## src/rtl/lbist_pkg.sv

```systemverilog
// ============================================================================
//  Module      : lbist_pkg
//  Description : Shared types and helpers for the logic-BIST sequencer.
//                Holds the one-hot state enum, the default parameter
//                constants, the counter-width helper, and the total
//                sequence-length function.
//  Ports       : none (package)
//  Config      : LBIST_MID_CHECK_EN (used by lbist_controller, not here)
//  Revision    : 1.0 - initial release
// ============================================================================
`default_nettype none

package lbist_pkg;

  localparam int unsigned DEF_N_PATTERNS = 1024;
  localparam int unsigned DEF_SCAN_LEN   = 64;
  localparam int unsigned DEF_SIG_WIDTH  = 32;

  // One-hot encoding, so every registered output is a single-bit decode.
  typedef enum logic [6:0] {
    ST_IDLE        = 7'b000_0001,
    ST_INIT        = 7'b000_0010,
    ST_SHIFT       = 7'b000_0100,
    ST_CAPTURE     = 7'b000_1000,
    ST_FINAL_SHIFT = 7'b001_0000,
    ST_COMPARE     = 7'b010_0000,
    ST_DONE        = 7'b100_0000
  } lbist_state_e;

  // Counter width for a count of v values, never narrower than one bit.
  function automatic int unsigned lbist_cnt_width(input int unsigned v);
    return (v > 1) ? $clog2(v) : 1;
  endfunction

  // Number of edges from the start-sampling edge until test_over_o is set.
  function automatic int unsigned lbist_cycles(input int unsigned n,
                                               input int unsigned l);
    return n * (l + 1) + l + 2;
  endfunction

endpackage

`default_nettype wire

```

## src/rtl/lbist_controller_if.sv

```systemverilog
// ============================================================================
//  Module      : lbist_controller_if
//  Description : Test-control / LBIST-datapath bundle between the test pins
//                and the sequencer.
//  Ports       : master - test-control side: drives test_mode_i,
//                         normal_test_i, misr_sig_i; observes the results
//                slave  - lbist_controller: observes the requests and the
//                         MISR; drives bist_init_o, prpg_en_o, scan_en_o,
//                         misr_en_o, busy_o, test_over_o, go_nogo_o
//  Config      : none
//  Revision    : 1.0 - initial release
// ============================================================================
`default_nettype none

interface lbist_controller_if
  import lbist_pkg::*;
#(
  parameter int unsigned SIG_WIDTH = DEF_SIG_WIDTH
);

  logic                 test_mode_i;
  logic                 normal_test_i;
  logic [SIG_WIDTH-1:0] misr_sig_i;
  logic                 bist_init_o;
  logic                 prpg_en_o;
  logic                 scan_en_o;
  logic                 misr_en_o;
  logic                 busy_o;
  logic                 test_over_o;
  logic                 go_nogo_o;

  modport master (
    output test_mode_i, normal_test_i, misr_sig_i,
    input  bist_init_o, prpg_en_o, scan_en_o, misr_en_o,
           busy_o, test_over_o, go_nogo_o
  );

  modport slave (
    input  test_mode_i, normal_test_i, misr_sig_i,
    output bist_init_o, prpg_en_o, scan_en_o, misr_en_o,
           busy_o, test_over_o, go_nogo_o
  );

endinterface

`default_nettype wire

```

## src/rtl/lbist_pattern_counter.sv

```systemverilog
// ============================================================================
//  Module      : lbist_pattern_counter
//  Description : Paired shift-cycle / pattern counters for the LBIST
//                sequencer, with terminal-count and midpoint flags.
//  Ports       : clk, rst_n  - clock, asynchronous active-low reset
//                clr_i       - clear both counters
//                sh_en_i     - advance shift counter (wraps to 0 at terminal)
//                pat_inc_i   - advance pattern counter (holds at terminal)
//                sh_last_o   - sh_cnt == SCAN_LEN-1
//                pat_last_o  - pat_cnt == N_PATTERNS-1
//                pat_zero_o  - pat_cnt == 0
//                pat_mid_o   - pat_cnt == N_PATTERNS/2
//  Config      : none
//  Revision    : 1.0 - initial release
// ============================================================================
`default_nettype none

module lbist_pattern_counter
  import lbist_pkg::*;
#(
  parameter int unsigned N_PATTERNS = DEF_N_PATTERNS,
  parameter int unsigned SCAN_LEN   = DEF_SCAN_LEN
) (
  input  logic clk,
  input  logic rst_n,
  input  logic clr_i,
  input  logic sh_en_i,
  input  logic pat_inc_i,
  output logic sh_last_o,
  output logic pat_last_o,
  output logic pat_zero_o,
  output logic pat_mid_o
);

  localparam int unsigned PAT_W = lbist_cnt_width(N_PATTERNS);
  localparam int unsigned SH_W  = lbist_cnt_width(SCAN_LEN);

  localparam logic [PAT_W-1:0] PAT_LAST = PAT_W'(N_PATTERNS - 1);
  localparam logic [PAT_W-1:0] PAT_MID  = PAT_W'(N_PATTERNS / 2);
  localparam logic [SH_W-1:0]  SH_LAST  = SH_W'(SCAN_LEN - 1);

  logic [PAT_W-1:0] pat_cnt_q, pat_cnt_d;
  logic [SH_W-1:0]  sh_cnt_q,  sh_cnt_d;

  assign sh_last_o  = (sh_cnt_q == SH_LAST);
  assign pat_last_o = (pat_cnt_q == PAT_LAST);
  assign pat_zero_o = (pat_cnt_q == '0);
  assign pat_mid_o  = (pat_cnt_q == PAT_MID);

  always_comb begin
    sh_cnt_d  = sh_cnt_q;
    pat_cnt_d = pat_cnt_q;
    if (clr_i) begin
      sh_cnt_d  = '0;
      pat_cnt_d = '0;
    end else begin
      // Shift counter restarts at its terminal so the next shift burst
      // (pattern or final unload) begins from zero without a separate clear.
      if (sh_en_i) begin
        sh_cnt_d = sh_last_o ? '0 : sh_cnt_q + SH_W'(1);
      end
      // The last capture leaves the pattern count at N-1 rather than wrapping.
      if (pat_inc_i && !pat_last_o) begin
        pat_cnt_d = pat_cnt_q + PAT_W'(1);
      end
    end
  end

  always_ff @(posedge clk or negedge rst_n) begin
    if (!rst_n) begin
      sh_cnt_q  <= '0;
      pat_cnt_q <= '0;
    end else begin
      sh_cnt_q  <= sh_cnt_d;
      pat_cnt_q <= pat_cnt_d;
    end
  end

endmodule

`default_nettype wire

```

## src/rtl/lbist_controller.sv

```systemverilog
// ============================================================================
//  Module      : lbist_controller
//  Description : Logic-BIST sequencer: seed PRPG, run N_PATTERNS
//                shift/capture patterns with MISR compaction, final unload,
//                then compare the MISR against GOLDEN_SIG and report.
//  Ports       : clk    - clock
//                rst_n  - asynchronous active-low reset
//                bus    - lbist_controller_if.slave (test requests, MISR in,
//                         PRPG/scan/MISR enables and status out)
//  Config      : LBIST_MID_CHECK_EN - adds a midpoint signature check
//                against GOLDEN_MID with early abort on mismatch.
//  Revision    : 1.0 - initial release
// ============================================================================
`default_nettype none

module lbist_controller
  import lbist_pkg::*;
#(
  parameter int unsigned          N_PATTERNS = DEF_N_PATTERNS,
  parameter int unsigned          SCAN_LEN   = DEF_SCAN_LEN,
  parameter int unsigned          SIG_WIDTH  = DEF_SIG_WIDTH,
  parameter logic [SIG_WIDTH-1:0] GOLDEN_SIG = '0,
  parameter logic [SIG_WIDTH-1:0] GOLDEN_MID = '0
) (
  input  logic              clk,
  input  logic              rst_n,
  lbist_controller_if.slave bus
);

  lbist_state_e state_q, state_d;
  logic         pass_q, pass_d;

  logic bist_init_q, prpg_en_q, scan_en_q, misr_en_q;
  logic busy_q, test_over_q, go_nogo_q;
  logic bist_init_d, prpg_en_d, scan_en_d, misr_en_d;
  logic busy_d, test_over_d, go_nogo_d;

  logic w_start;
  logic w_busy_now;
  logic w_sh_last, w_pat_last, w_pat_zero, w_pat_mid;

  lbist_pattern_counter #(
    .N_PATTERNS (N_PATTERNS),
    .SCAN_LEN   (SCAN_LEN)
  ) u_cnt (
    .clk        (clk),
    .rst_n      (rst_n),
    .clr_i      (state_q == ST_INIT),
    .sh_en_i    ((state_q == ST_SHIFT) || (state_q == ST_FINAL_SHIFT)),
    .pat_inc_i  (state_q == ST_CAPTURE),
    .sh_last_o  (w_sh_last),
    .pat_last_o (w_pat_last),
    .pat_zero_o (w_pat_zero),
    .pat_mid_o  (w_pat_mid)
  );

  assign w_start    = bus.normal_test_i && bus.test_mode_i;
  assign w_busy_now = (state_q == ST_INIT)    || (state_q == ST_SHIFT) ||
                      (state_q == ST_CAPTURE) || (state_q == ST_FINAL_SHIFT) ||
                      (state_q == ST_COMPARE);

`ifdef LBIST_MID_CHECK_EN
  logic mid_fail_q, mid_fail_d;
  logic w_mid_mismatch;
  assign w_mid_mismatch = w_pat_mid && (bus.misr_sig_i != GOLDEN_MID);
`else
  logic unused_mid;
  assign unused_mid = w_pat_mid ^ (^GOLDEN_MID);
`endif

  // Next-state logic
  always_comb begin
    state_d = state_q;
    pass_d  = pass_q;
`ifdef LBIST_MID_CHECK_EN
    mid_fail_d = mid_fail_q;
`endif
    unique case (state_q)
      ST_IDLE: begin
        if (w_start) state_d = ST_INIT;
      end
      ST_INIT: begin
        pass_d  = 1'b0;
`ifdef LBIST_MID_CHECK_EN
        mid_fail_d = 1'b0;
`endif
        state_d = ST_SHIFT;
      end
      ST_SHIFT: begin
        if (w_sh_last) state_d = ST_CAPTURE;
      end
      ST_CAPTURE: begin
        state_d = w_pat_last ? ST_FINAL_SHIFT : ST_SHIFT;
`ifdef LBIST_MID_CHECK_EN
        if (w_mid_mismatch) begin
          mid_fail_d = 1'b1;
          pass_d     = 1'b0;
          state_d    = ST_DONE;
        end
`endif
      end
      ST_FINAL_SHIFT: begin
        if (w_sh_last) state_d = ST_COMPARE;
      end
      ST_COMPARE: begin
`ifdef LBIST_MID_CHECK_EN
        pass_d = (bus.misr_sig_i == GOLDEN_SIG) && !mid_fail_q;
`else
        pass_d = (bus.misr_sig_i == GOLDEN_SIG);
`endif
        state_d = ST_DONE;
      end
      ST_DONE: begin
        if (w_start) state_d = ST_INIT;
      end
      default: state_d = ST_IDLE;
    endcase

    // Losing test mode mid-sequence abandons it silently; DONE is unaffected.
    if (w_busy_now && !bus.test_mode_i) state_d = ST_IDLE;
  end

  // Registered output decode from the next state.
  always_comb begin
    bist_init_d = (state_d == ST_INIT);
    prpg_en_d   = (state_d == ST_SHIFT);
    scan_en_d   = (state_d == ST_SHIFT) || (state_d == ST_FINAL_SHIFT);
    // The first pattern's shift unloads reset-state junk, so the MISR stays
    // off for it. Entering SHIFT from CAPTURE means at least one pattern was
    // captured; entering from INIT means the count is about to be zero.
    misr_en_d   = (state_d == ST_FINAL_SHIFT) ||
                  ((state_d == ST_SHIFT) &&
                   ((state_q == ST_CAPTURE) ||
                    ((state_q == ST_SHIFT) && !w_pat_zero)));
    busy_d      = (state_d == ST_INIT)    || (state_d == ST_SHIFT) ||
                  (state_d == ST_CAPTURE) || (state_d == ST_FINAL_SHIFT) ||
                  (state_d == ST_COMPARE);
    test_over_d = (state_d == ST_DONE);
    go_nogo_d   = (state_d == ST_DONE) && pass_d;
  end

  always_ff @(posedge clk or negedge rst_n) begin
    if (!rst_n) begin
      state_q     <= ST_IDLE;
      pass_q      <= 1'b0;
      bist_init_q <= 1'b0;
      prpg_en_q   <= 1'b0;
      scan_en_q   <= 1'b0;
      misr_en_q   <= 1'b0;
      busy_q      <= 1'b0;
      test_over_q <= 1'b0;
      go_nogo_q   <= 1'b0;
    end else begin
      state_q     <= state_d;
      pass_q      <= pass_d;
      bist_init_q <= bist_init_d;
      prpg_en_q   <= prpg_en_d;
      scan_en_q   <= scan_en_d;
      misr_en_q   <= misr_en_d;
      busy_q      <= busy_d;
      test_over_q <= test_over_d;
      go_nogo_q   <= go_nogo_d;
    end
  end

`ifdef LBIST_MID_CHECK_EN
  always_ff @(posedge clk or negedge rst_n) begin
    if (!rst_n) mid_fail_q <= 1'b0;
    else        mid_fail_q <= mid_fail_d;
  end
`endif

  assign bus.bist_init_o = bist_init_q;
  assign bus.prpg_en_o   = prpg_en_q;
  assign bus.scan_en_o   = scan_en_q;
  assign bus.misr_en_o   = misr_en_q;
  assign bus.busy_o      = busy_q;
  assign bus.test_over_o = test_over_q;
  assign bus.go_nogo_o   = go_nogo_q;

endmodule

`default_nettype wire

```

## src/flat_wrapper.sv

```systemverilog
// flat-port wrapper written by rule: the top's interface ports become plain ports
module lbist_controller_flat import lbist_pkg::*;
#(
  parameter int unsigned          N_PATTERNS = DEF_N_PATTERNS,
  parameter int unsigned          SCAN_LEN   = DEF_SCAN_LEN,
  parameter int unsigned          SIG_WIDTH  = DEF_SIG_WIDTH,
  parameter logic [SIG_WIDTH-1:0] GOLDEN_SIG = '0,
  parameter logic [SIG_WIDTH-1:0] GOLDEN_MID = '0
)
  (clk, rst_n, bus_test_mode_i, bus_normal_test_i, bus_misr_sig_i, bus_bist_init_o, bus_prpg_en_o, bus_scan_en_o, bus_misr_en_o, bus_busy_o, bus_test_over_o, bus_go_nogo_o);
  lbist_controller_if #(.SIG_WIDTH(SIG_WIDTH)) bus_i ();
  input  logic clk;
  input  logic rst_n;
  input wire logic [$bits(bus_i.test_mode_i)-1:0] bus_test_mode_i;
  input wire logic [$bits(bus_i.normal_test_i)-1:0] bus_normal_test_i;
  input wire logic [$bits(bus_i.misr_sig_i)-1:0] bus_misr_sig_i;
  output wire logic [$bits(bus_i.bist_init_o)-1:0] bus_bist_init_o;
  output wire logic [$bits(bus_i.prpg_en_o)-1:0] bus_prpg_en_o;
  output wire logic [$bits(bus_i.scan_en_o)-1:0] bus_scan_en_o;
  output wire logic [$bits(bus_i.misr_en_o)-1:0] bus_misr_en_o;
  output wire logic [$bits(bus_i.busy_o)-1:0] bus_busy_o;
  output wire logic [$bits(bus_i.test_over_o)-1:0] bus_test_over_o;
  output wire logic [$bits(bus_i.go_nogo_o)-1:0] bus_go_nogo_o;
  assign bus_i.test_mode_i = bus_test_mode_i;
  assign bus_i.normal_test_i = bus_normal_test_i;
  assign bus_i.misr_sig_i = bus_misr_sig_i;
  assign bus_bist_init_o = bus_i.bist_init_o;
  assign bus_prpg_en_o = bus_i.prpg_en_o;
  assign bus_scan_en_o = bus_i.scan_en_o;
  assign bus_misr_en_o = bus_i.misr_en_o;
  assign bus_busy_o = bus_i.busy_o;
  assign bus_test_over_o = bus_i.test_over_o;
  assign bus_go_nogo_o = bus_i.go_nogo_o;
  lbist_controller #(.N_PATTERNS(N_PATTERNS), .SCAN_LEN(SCAN_LEN), .SIG_WIDTH(SIG_WIDTH), .GOLDEN_SIG(GOLDEN_SIG), .GOLDEN_MID(GOLDEN_MID)) u_core (.clk(clk), .rst_n(rst_n), .bus(bus_i));
endmodule
```

## config.mk

```make
export PLATFORM = sky130hd
export DESIGN_NAME = lbist_controller_flat
export DESIGN_NICKNAME = d
export VERILOG_FILES = /design/src/rtl/lbist_pkg.sv /design/src/rtl/lbist_controller_if.sv /design/src/rtl/lbist_pattern_counter.sv /design/src/rtl/lbist_controller.sv /design/src/flat_wrapper.sv
export SDC_FILE = /design/constraint.sdc
export NUM_CORES = 1
export LEC_CHECK = 0
export ABC_AREA = 1
export BUFFER_PORTS_ARGS = -buffer_cell sky130_fd_sc_hd__buf_2
export CAP_MARGIN = 20
export CORE_MARGIN = 8
export CORE_UTILIZATION = 56
export CTS_BUF_LIST = sky130_fd_sc_hd__clkbuf_4 sky130_fd_sc_hd__clkbuf_8
export DETAILED_ROUTE_END_ITERATION = 7
export GPL_ROUTABILITY_DRIVEN = 0
export PLACE_DENSITY = 0.86
export SLEW_MARGIN = 10
export SYNTH_ARGS = -nofsm -noshare
export SYNTH_HDL_FRONTEND = slang
export SYNTH_SLANG_ARGS = --single-unit
```

## constraint.sdc

```tcl
create_clock -name clk -period 1.7 [get_ports clk]
set_input_delay 0.085 -clock clk [delete_from_list [all_inputs] [get_ports clk]]
set_output_delay 0.085 -clock clk [all_outputs]
set_load 0.05 [all_outputs]
```

==> reports/qor.csv <==
metric,value,unit
status,"complete, no violations",
most flop-heavy register,u_core.u_cnt.pat_cnt_q,
port bufs,42,
Hold Crit Class,primary input to flip-flop,
sequential share of the synthesized area,40.86,%
clk sink count,31,
Clock Latency Late Sink,0.34,ns
r2r startpoint,u_core.state_q[2]$_DFF_PN0_,
Post-Syn Nets,273,
VDD IR max,0.3700,mV
hold slack,0.06304,ns
"commonest non-fill, non-tap cell in the layout",buf_2,
Die W,74.28,µm
WP data required,1.93,ns
Ports,43,
Placement Setup Slack,0.07296,ns
Final nets,324,
WL met3,284,µm
htree depth,2,
number of global-route vias before repair,1715,
post-route ant nets,0,
startpoint types,flip-flop,
maximum clock insertion buffer count,2,
Row Count,21,
TritonCTS Buffers,5,
initial antenna violation count,0,
"wirelength, routed",4216,µm
Highest Signal Layer,met4,
Main synth FF type,dfrtp_1,
Post-Synthesis Cells,234,
fin. max-slew vios,0,
CTS tree,done,
global-route wire length before repair,7155,µm
clock slew at reported path FFs,0.09,ns
Metal-1 WL,1930,µm
Critical Path Source,u_core.state_q[2]$_DFF_PN0_,
Reg2Reg Setup Slack,0.07,ns
wire per inst,12.70,µm
leak pwr,0.001174,µW
Worst-Margin Slew,0.6673,ns
aggregate global-route resource usage,16.75,%
initial DRC count,107,
Antenna Cells,0,
# Max-Cap Violations,0,
WS Path Type,flip-flop to flip-flop,
warnings from Yosys,0,
Syn Std Cell Area,1902,µm²
Max Fclk,614.0,MHz
Layout Skew,0.01694,ns
most frequent cells in the layout,"buf_2, nand2_1, nor2_1",
Avg Inst Size Synth,8.127,µm²
Detail Placement HPWL,3253,µm
Async SR Flop Fraction,100.0,%
drt pass-1 iters,4,
Reg-to-Reg End,u_core.bus.busy_o$_DFF_PN0_,
share of post-route cells with drive strength above 1,33.92,%
max FFs per register,10,
# setup viols final,0,
hold worst-path end,u_core.pass_q$_DFF_PN0_,
metal2 WL,1926,µm
Hold Startpoint,bus_misr_sig_i[26],
biggest registers after layout,"u_core.u_cnt.pat_cnt_q (10), u_core.state_q (7), u_core.u_cnt.sh_cnt_q (6)",
synth unique cells,35,
starting density of the core,57.45,%
# DRC,0,
P per Cell Area,853.7,nW/µm²
CTS root buffer,clkbuf_4,
Crit Path Max Fanout,8,
grt total ovfl,0,
Hold Fails Final Rpt,0,
area grow syn2layout,20.79,%
hold path cells,4,
largest net degree at the start of global routing,32,
FF-to-FF path depth,10,
core region area,3311,µm²
critical path capture point type,flip-flop,
DR vias/cell,5.066,
Yosys reg bits,31,
fin crit share,95.80,%
PnR worst setup slack,0.07145,ns
setup TNS,0,ns
minimum clock period,1.629,ns
Die ar.,5517,µm²
CP arrival,1.85,ns
die height,74.28,µm
Post-synth EDFFs,0,
vias,1682,
relative slew slack,55.51,%
## stage by stage
| step | instances | power (µW) | utilization [%] | area (µm²) |
|---|---|---|---|---|
| after CTS | 330 | 1966 | 67.99 | 2251 |
| after global placement | 321 | 1342 | 65.08 | 2155 |
| after global routing | 332 | 2076 | 69.39 | 2297 |
| final | 332 | 1961 | 69.39 | 2297 |
| after floorplan | 234 | 1223 | - | 1902 |
| after detailed placement | 321 | 1360 | 65.08 | 2155 |
## critical path: stages, from the launching register on
cell and delay, ns:
dfrtp_2 0.47, nor2_4 0.16, nand2_2 0.10, nor2_8 0.20
inv_2 0.11, nand3_2 0.11, nand2_4 0.09, o21ai_0 0.09
nand2_1 0.07, inv_1 0.06, nand2_1 0.05
## worst max path at each step
stage          slack [ns]  cells after the start                               endpoint
2_1_floorplan        0.21                     11            u_core.bus.busy_o$_DFF_PN0_
3_3_place_gp         0.11                      9         u_core.bus.go_nogo_o$_DFF_PN0_
3_5_place_dp         0.07                      9  u_core.u_cnt.pat_cnt_q[5]$_DFFE_PN0P_
4_1_cts              0.04                      9  u_core.u_cnt.pat_cnt_q[5]$_DFFE_PN0P_
5_1_grt            -0.006                     10            u_core.bus.busy_o$_DFF_PN0_
6_report             0.07                     10            u_core.bus.busy_o$_DFF_PN0_
## Yosys cell counts, drive strengths merged, types with 2 or more instances
cell	instances	area, µm²
nand2	49	234.0
nor2	46	260.3
inv	33	123.9
dfrtp	30	750.7
nand3	18	117.6
o21ai	14	70.06
nor3	10	55.05
a21oi	4	20.02
nor4	4	25.02
xor2	4	35.03
ha	3	37.54
nand4	3	18.77
buf	2	22.52
nand3b	2	27.53
o211ai	2	15.01
o21a	2	15.01
## report_power, final
part / switching (µW) / internal, µW
sequential: 60.0 / 816
combinational: 313 / 166
clock: 260 / 347
## per-layer routing
metal / up-vias / track usage [%]
met4: 0 / 8.478
li1: 859 / -
met1: 746 / 21.09
met3: 7 / 5.526
met5: - / 0
met2: 70 / 25.00
## logic make-up after synthesis
logic type,Yosys count,synth area share (%)
xor+xnor,4,1.842
compound gates,26,7.895
flops,31,40.86
fa+ha+maj,3,1.974
buf+inv,36,7.960
simple gates,134,39.47
## what timing repair did
action | in CTS | in global routing
hold endpoints to repair | 30 | 0
setup buffers | 0 | 2
hold buffers | 1 | 0
endpoints found under the setup margin | 0 | 6
resized for setup | 0 | 9
## area by class of cell
type,instances,area [µm²]
repair buffers,46,242.7
fillers,293,1013
clock buffers,6,51.30
inverters,34,128.9
flip-flops and latches,31,778.2
multi-input cells,167,1003
clock inverters,2,35.03
well taps,46,57.56
No activity file was read; power rests on OpenSTA's default activity.
